`src/rtl/pwm_level_ctrl.sv`:
```
// Duty-level controller for the 5-step PWM stage: debounced up/down buttons,
// direct level loads, and a one-step-at-a-time ramp from the applied level toward the target.
module pwm_level_ctrl #(
  parameter int DEB_CYCLES  = 4,
  parameter int RAMP_CYCLES = 8
) (
  input  logic       Clk,
  input  logic       reset,
  input  logic       up,
  input  logic       down,
  input  logic       load,
  input  logic [2:0] load_level,
  output logic [2:0] level,
  output logic [2:0] target,
  output logic       at_target,
  output logic       E,
  output logic       X,
  output logic       Y
);

  localparam int DW = (DEB_CYCLES > 1) ? $clog2(DEB_CYCLES) : 1;
  localparam int RW = (RAMP_CYCLES > 1) ? $clog2(RAMP_CYCLES) : 1;
  localparam logic [DW-1:0] DEB_LAST  = DW'(DEB_CYCLES - 1);
  localparam logic [RW-1:0] RAMP_LAST = RW'(RAMP_CYCLES - 1);
  localparam logic [2:0]    LVL_MAX   = 3'd4;

  // Bit 0 is the up button, bit 1 is the down button.
  logic [1:0]    raw;
  logic [1:0]    sync1;
  logic [1:0]    sync2;
  logic [1:0]    stable;
  logic [1:0]    press;
  logic [DW-1:0] deb_cnt [2];

  logic [RW-1:0] ramp_cnt;
  logic [2:0]    level_step;
  logic [2:0]    load_clamped;
  logic [2:0]    exy_step;

  assign raw = {down, up};

  always_ff @(posedge Clk) begin
    if (reset) begin
      sync1  <= '0;
      sync2  <= '0;
      stable <= '0;
      press  <= '0;
      for (int i = 0; i < 2; i++) deb_cnt[i] <= '0;
    end else begin
      sync1 <= raw;
      sync2 <= sync1;
      for (int i = 0; i < 2; i++) begin
        press[i] <= 1'b0;
        if (sync2[i] != stable[i]) begin
          if (deb_cnt[i] == DEB_LAST) begin
            stable[i]  <= sync2[i];
            deb_cnt[i] <= '0;
            // Registered so the target moves on the edge after the pulse cycle.
            press[i]   <= sync2[i];
          end else begin
            deb_cnt[i] <= deb_cnt[i] + DW'(1);
          end
        end else begin
          deb_cnt[i] <= '0;
        end
      end
    end
  end

  assign load_clamped = (load_level > LVL_MAX) ? LVL_MAX : load_level;

  always_ff @(posedge Clk) begin
    if (reset) begin
      target <= '0;
    end else if (load) begin
      target <= load_clamped;
    end else if (press[0] && press[1]) begin
      target <= target;
    end else if (press[0]) begin
      if (target < LVL_MAX) target <= target + 3'd1;
    end else if (press[1]) begin
      if (target != 3'd0) target <= target - 3'd1;
    end
  end

  always_comb begin
    level_step = level;
    if (level < target)      level_step = level + 3'd1;
    else if (level > target) level_step = level - 3'd1;
  end

  always_comb begin
    case (level_step)
      3'd0:    exy_step = 3'b000;
      3'd1:    exy_step = 3'b100;
      3'd2:    exy_step = 3'b101;
      3'd3:    exy_step = 3'b110;
      default: exy_step = 3'b111;
    endcase
  end

  // The ramp counter keeps running across target changes; only reaching the target parks it.
  always_ff @(posedge Clk) begin
    if (reset) begin
      ramp_cnt  <= '0;
      level     <= '0;
      {E, X, Y} <= 3'b000;
    end else if (level == target) begin
      ramp_cnt <= '0;
    end else if (ramp_cnt == RAMP_LAST) begin
      ramp_cnt  <= '0;
      level     <= level_step;
      {E, X, Y} <= exy_step;
    end else begin
      ramp_cnt <= ramp_cnt + RW'(1);
    end
  end

  assign at_target = (level == target);

endmodule
```
`config.mk`:
```
export PLATFORM = sky130hd
export DESIGN_NAME = pwm_level_ctrl
export DESIGN_NICKNAME = d
export VERILOG_FILES = /design/src/rtl/pwm_level_ctrl.sv
export SDC_FILE = /design/constraint.sdc
export NUM_CORES = 1
export LEC_CHECK = 0
export BUFFER_PORTS_ARGS = -buffer_cell sky130_fd_sc_hd__buf_2
export CORE_ASPECT_RATIO = 1.75
export CORE_MARGIN = 5
export CORE_UTILIZATION = 25
export DETAILED_ROUTE_END_ITERATION = 10
export HOLD_SLACK_MARGIN = 0.05
export MAX_ROUTING_LAYER = met4
export PLACE_DENSITY_LB_ADDON = 0.2
export SLEW_MARGIN = 20
export SYNTH_ARGS = -nofsm -noshare
export SYNTH_HDL_FRONTEND = slang
export SYNTH_SLANG_ARGS = --single-unit
```
`constraint.sdc`:
```
create_clock -name Clk -period 2 [get_ports Clk]
set_input_delay 0.6 -clock Clk [delete_from_list [all_inputs] [get_ports Clk]]
set_output_delay 0.6 -clock Clk [all_outputs]
set_load 0.02 [all_outputs]
```
==> impl_metrics.toml, run 1 <==
[sta]
tns_ns = 0
min_period_ns = 1.946
fin_crit_sh_pct = 97.29
finalMaxSlewViolations = 0
hold_viol = 0
setup-violations-final = 0
timing.clock.skew_ns = 0.003866
fmaxAchievable_ghz = 0.5139
rsz0062_at_grt = "no"

[detailed_routing]
detailedRoute.firstIterationViolations = 23
detail_route.wirelength_mm = 2.127
viasPerCell = 4.554
wire_per_inst_um = 11.44
num_vias = 847
firstDrtPassIters = 4
remaining_drc_errors = 0
ant_nets = 0

[logic_synthesis]
synth-main-ff-cell = "sky130_fd_sc_hd__dfxtp_1"
synthesis.instances = 110
synth_edf_count = 4
netlist-cell-type-count = 37
yosysWarningCount = 0
yosysSeqAreaShare_pct = 45.71
synth.cell_area_um2 = 1139
postSynthRegisterBits = 24
synthArstFlopShare_pct = 0
syn-mean-instance-area_um2 = 10.35

[floorplanning]
floorplan.io_pins = 18
floorplan.initialDensity_pct = 25.85
fp-row-count = 32
core-area_um2 = 4404
die_h_um = 99.28
dieArea_um2 = 6057
floorplan.die.width_um = 61.02

[pwr]
leakage_dissipation_nw = 0.5902
p_per_area_nw_per_um2 = 676.5
ir_drop_mv = 0.3507
design_power_total_uw = 942.1

[critical_path]
critical_path_depth = 4
worst_path_max_delay_cell = "sky130_fd_sc_hd__dfxtp_4"
reg2reg_slack_ns = 0.25
critical-path-top-delay-family = "flip-flops"
worstReg2RegEnd = "E"
critPathMaxStageDelay_ns = 0.38
worst-endpoint-required_ns = 1.40
r2r-start = "target[1]"
r2r.worst_path.cells = 7
setup.worst_path.class = "flip-flop to primary output"
start_kind = "flip-flop"
cp.buffers_inverters = 2
critical_path.endpoint_type = "primary output"
timing.critical_path.fanout_max = 6
timing.critical_path.cells = "inv_1 -> ha_1 -> and3_4 -> buf_4"
worst_endpoint_data_arrival_time_ns = 1.35

[cells_and_area]
layout.nets = 154
layout-area-overhead-vs-synth_pct = 22.31
drive_gt1_share_pct = 26.67
layout_common_cells = "sky130_fd_sc_hd__dfxtp_1 (16), sky130_fd_sc_hd__buf_2 (16), sky130_fd_sc_hd__nor2_1 (9)"
antenna_cells = 0

[global_routing]
grt_antenna_before_repair = 0
overflow = 0
grtUsageTotal_pct = 7.534
grt_first_pass_wirelength_mm = 3.477
grt_start_max_net_pins = 14
first_global_vias = 822

[placement]
detailed_place_hpwl_mm = 1.683
place_congestion = 0.7701
port-buffer-count = 17

[min_path]
whs_path_depth = 1
worstHoldPathType = "flip-flop to flip-flop"
hold_path_startpoint = "ramp_cnt[0]"
whs_endpoint = "ramp_cnt[0]"

[clock_tree]
cts_buffers = 3
cts.sink_count = 24
cts.clk_slew.worst_paths_ns = 0.08
tritoncts_clock_tree = "done"
cts_max_path_buffers = 2
cts_max_level = 1
cts-root-buf = "sky130_fd_sc_hd__clkbuf_8"
clock_insertion_delay_worst_skew_ns = 0.26

[run_status]
status = "complete, no violations"

[flow_run]
drv_cap = 0
[how the worst max path moves through the flow]
stage	startpoint	to	slack, ns
3_3_place_gp	target[2]	at_target	0.22
5_1_grt	target[1]	at_target	0.01
6_report	level[0]	at_target	0.05
3_5_place_dp	target[2]	X	0.16
2_1_floorplan	target[2]	Y	0.03
4_1_cts	target[2]	at_target	0.01
[report_power, final]
group	total, mW	switching [mW]	internal [mW]
Clock	0.284	0.148	0.137
Sequential	0.519	0.0124	0.507
Combinational	0.139	0.0726	0.0660
Total	0.942	0.233	0.710
[state kept, by name, summed over array words and instances (netlist names)]
register  cells
press         2
stable        2
ramp_cnt      3
E             1
sync1         2
Y             1
X             1
sync2         2
target        3
deb_cnt       4
level         3
[cells by family (layout without fill, tap and decap cells)]
group	after synthesis	in the layout	synth area share (%)
xor+xnor	7	7	5.385
compound gates	16	16	10.77
simple gates	37	37	19.01
buf+inv	11	33	3.626
fa+ha+maj	10	10	11.65
other cells	1	4	0.3294
flops	24	24	45.71
mux	4	4	3.517
[cells in the mapped netlist (2+ instances only)]
| master | count | area [um2] |
|---|---|---|
| sky130_fd_sc_hd__mux2i_1 | 4 | 40.04 |
| sky130_fd_sc_hd__and2_1 | 3 | 18.77 |
| sky130_fd_sc_hd__nor2_1 | 9 | 33.78 |
| sky130_fd_sc_hd__nor2b_1 | 5 | 31.28 |
| sky130_fd_sc_hd__nand2b_1 | 2 | 12.51 |
| sky130_fd_sc_hd__dfxtp_1 | 20 | 400.4 |
| sky130_fd_sc_hd__a21oi_1 | 3 | 15.01 |
| sky130_fd_sc_hd__nand2_1 | 4 | 15.01 |
| sky130_fd_sc_hd__xnor2_1 | 5 | 43.79 |
| sky130_fd_sc_hd__ha_1 | 9 | 112.6 |
| sky130_fd_sc_hd__nor4bb_1 | 2 | 20.02 |
| sky130_fd_sc_hd__o22ai_1 | 4 | 25.02 |
| sky130_fd_sc_hd__or3_1 | 3 | 18.77 |
| sky130_fd_sc_hd__nor3_1 | 2 | 10.01 |
| sky130_fd_sc_hd__inv_1 | 8 | 30.03 |
| sky130_fd_sc_hd__xor2_1 | 2 | 17.52 |
| sky130_fd_sc_hd__edfxtp_1 | 4 | 120.1 |
| sky130_fd_sc_hd__clkbuf_1 | 2 | 7.510 |
[through the flow]
step	cells	setup WS, ns	hold slack (ns)	cell area, um2	util [%]
after floorplan	113	0.02624	0.4080	1151	-
after global placement	179	0.2201	0.4170	1296	29.43
after detailed placement	179	0.1575	0.4246	1296	29.43
after CTS	183	0.01092	0.4367	1354	30.74
after global routing	186	0.009962	0.4578	1393	31.62
final	186	0.05415	0.4340	1393	31.62
[repair_timing]
item,in CTS,in global routing
endpoints found under the setup margin,1,1
resized for setup,6,4
hold buffers,0,0
gates cloned,0,0
pin swaps,0,1
setup buffers,0,3
[layer usage]
layer  global-route usage, %  vias to the layer above  part of all wire, %
met5                       -                        -                    0
met4                   3.005                        0                  1.4
met3                   1.818                        2                  6.2
met2                   12.61                       24                   52
met1                   8.293                      394                   40
li1                        -                      427                    -
[area by class of cell]
cell class	instances	area, um2
fill	478	3012
multi-input combinational	78	605.6
sequential	24	530.5
timing repair buffer	21	117.6
tap	51	63.81
clock buffer	3	41.29
inverter	8	30.03
clock inverter	1	3.754
Note: power is estimated with default switching activity, not from simulation.
==> run 2: changes to the inputs <==
--- a/config.mk
+++ b/config.mk
@@ -5,6 +5,7 @@
 export SDC_FILE = /design/constraint.sdc
 export NUM_CORES = 1
 export LEC_CHECK = 0
+export ABC_AREA = 1
 export BUFFER_PORTS_ARGS = -buffer_cell sky130_fd_sc_hd__buf_2
 export CORE_ASPECT_RATIO = 1.75
 export CORE_MARGIN = 5
==> run 2 against run 1 <==
Cell count increased by 24%. Combinational power is 13% higher. Clock skew is 0.0011 ns lower. Count of clock-buffer cells in the layout stayed put. Flip-flop and latch count stayed put. Synthesized area grew 4.1%. Fmax grew 2.3%. Wire length up 11%. Highest routed layer unchanged.
==> impl_metrics.toml, run 2 <==
[run_status]
status = "complete, no violations"

[sta]
rsz0062_at_grt = "no"
fin_crit_sh_pct = 95.07
setup-violations-final = 0
finalMaxSlewViolations = 0
min_period_ns = 1.901
tns_ns = 0
hold_viol = 0
timing.clock.skew_ns = 0.002803
postLayoutSetupSlackWorst_ns = 0.09859
fmaxAchievable_ghz = 0.5259

[cells_and_area]
largest_reg_by_ff_count = "deb_cnt"
layout.nets = 198
layout-area-overhead-vs-synth_pct = 25.34
largest_register_ffs = 4
antenna_cells = 0
layout_common_cells = "sky130_fd_sc_hd__inv_1 (28), sky130_fd_sc_hd__nand2_1 (19), sky130_fd_sc_hd__dfxtp_1 (18)"
final_common_cell = "sky130_fd_sc_hd__inv_1"
drive_gt1_share_pct = 21.79

[logic_synthesis]
biggest_area_contributors_in_the_synthesized_netlist = "sky130_fd_sc_hd__dfxtp_1 (34%), sky130_fd_sc_hd__edfxtp_1 (10%), sky130_fd_sc_hd__ha_1 (9.5%)"
yosysWarningCount = 0
yosysSeqAreaShare_pct = 43.93
postSynthRegisterBits = 24
post-synth-top-area-cell = "sky130_fd_sc_hd__dfxtp_1"
synthMostInstantiatedCell = "sky130_fd_sc_hd__inv_1"
synthesis.instances = 149
synth-main-ff-cell = "sky130_fd_sc_hd__dfxtp_1"
netlist-cell-type-count = 26
share_of_synthesized_cell_area_in_and_or_nand_and_nor_gates_pct = 21.01
synth_top_family_by_area = "simple AND/OR/NAND/NOR gates"
synth_compound_area_share_pct = 10.77
synth_edf_count = 4
synthArstFlopShare_pct = 0
synthMuxAreaShare_pct = 0
synth.cell_area_um2 = 1185
syn-mean-instance-area_um2 = 7.952
adder_cell_share_of_the_synthesized_area_pct = 11.19
synthXorXnorAreaFrac_pct = 2.957
synth_top_area_share_pct = 33.79
synth_commonest_cells = "sky130_fd_sc_hd__inv_1 (28), sky130_fd_sc_hd__dfxtp_1 (20), sky130_fd_sc_hd__nand2_1 (19)"

[flow_run]
drv_cap = 0

[floorplanning]
dieArea_um2 = 6270
core-area_um2 = 4666
floorplan.die.width_um = 62.04
floorplan.initialDensity_pct = 25.40
fp-row-count = 33
die_h_um = 101.1
floorplan.io_pins = 18

[placement]
detailed_place_hpwl_mm = 1.946
port-buffer-count = 17
place_congestion = 0.7615
placement_stage_worst_setup_slack_ns = 0.2087

[detailed_routing]
num_vias = 977
detail_route.wirelength_mm = 2.369
viasPerCell = 4.229
ant_nets = 0
detailedRoute.firstIterationViolations = 13
firstDrtPassIters = 4
wire_per_inst_um = 10.26
remaining_drc_errors = 0

[global_routing]
grt_start_max_net_pins = 15
grt_antenna_before_repair = 0
overflow = 0
grt_first_pass_wirelength_mm = 4.160
grtUsageTotal_pct = 8.850
first_global_vias = 1038

[clock_tree]
cts-root-buf = "sky130_fd_sc_hd__clkbuf_8"
clock_insertion_delay_worst_skew_ns = 0.26
tritoncts_clock_tree = "done"
cts_max_level = 1
cts.sink_count = 24
cts_max_path_buffers = 2
hold_buffers = 0
cts_buffers = 3
cts.clk_slew.worst_paths_ns = 0.08

[pwr]
leakage_dissipation_nw = 0.7350
ir_drop_mv = 0.4254
design_power_total_mw = 1.087
p_per_area_nw_per_um2 = 731.9

[critical_path]
setup.worst_path.class = "flip-flop to primary output"
timing.critical_path.fanout_max = 4
start_kind = "flip-flop"
r2r.worst_path.cells = 13
critical_path.endpoint_type = "primary output"
worst-endpoint-required_ns = 1.40
worst_endpoint_data_arrival_time_ns = 1.30

[min_path]
whs_path_depth = 2
worstHoldPathType = "flip-flop to flip-flop"
-- run 2: power by group --
part / internal [mW] / switching [mW] / leakage (nW)
Clock: 0.267 / 0.148 / 0.0357
Sequential: 0.507 / 0.00803 / 0.205
Combinational: 0.0635 / 0.0932 / 0.494
-- run 2: final timing paths --
check        startpoint   endpoint  slack [ns]
max           target[1]  at_target         0.1
min            sync1[0]   sync2[0]        0.41
max reg2reg   target[1]          X        0.33
min reg2reg    sync1[0]   sync2[0]        0.41
-- run 2: layer usage --
layer  vias up  part of all wire [%]  wire length (um)  global-route usage (%)
met5         -                     0                 0                       -
met4         0                   2.3                54                   4.739
met3         6                   4.1                96                   1.795
met2        13                    54              1287                   15.26
met1       432                    39               931                   8.849
li1        526                     -                 -                       -
-- run 2: stage by stage --
step | hold slack, ns | area [um2] | cells | utilization, %
6_report | 0.4053 | 1485 | 231 | 31.83
5_1_grt | 0.4164 | 1485 | 231 | 31.83
4_1_cts | 0.4076 | 1478 | 230 | 31.67
3_5_place_dp | 0.3952 | 1380 | 225 | 29.58
3_3_place_gp | 0.3917 | 1380 | 225 | 29.58
2_1_floorplan | 0.3883 | 1196 | 152 | -
-- run 2: final cells by class --
type / instances / area (um2)
Sequential cell: 24 / 523.0
Timing Repair Buffer: 24 / 140.1
Clock inverter: 1 / 30.03
Inverter: 30 / 113.9
Multi-Input combinational cell: 97 / 571.8
Tap cell: 52 / 65.06
Clock buffer: 3 / 41.29
Fill cell: 516 / 3181
-- run 2: what timing repair did --
action                                  CTS  global route
pin swaps                                 1             1
resized for setup                         5             0
endpoints found under the setup margin    1             1
setup buffers                             1             1
-- run 2: critical path, cell delays in order (launching register included) --
cell and delay (ns):
sky130_fd_sc_hd__dfxtp_2 0.34, sky130_fd_sc_hd__inv_1 0.05, sky130_fd_sc_hd__ha_1 0.31, sky130_fd_sc_hd__nand3_2 0.11
sky130_fd_sc_hd__clkinv_2 0.08, sky130_fd_sc_hd__buf_4 0.16
-- run 2: cell families (layout without fill, tap and decap cells) --
group,Yosys count,in the layout
other cells,1,4
fa+ha+maj,10,10
buf+inv,31,58
xor+xnor,4,4
flops,24,24
compound gates,23,23
simple gates,56,56
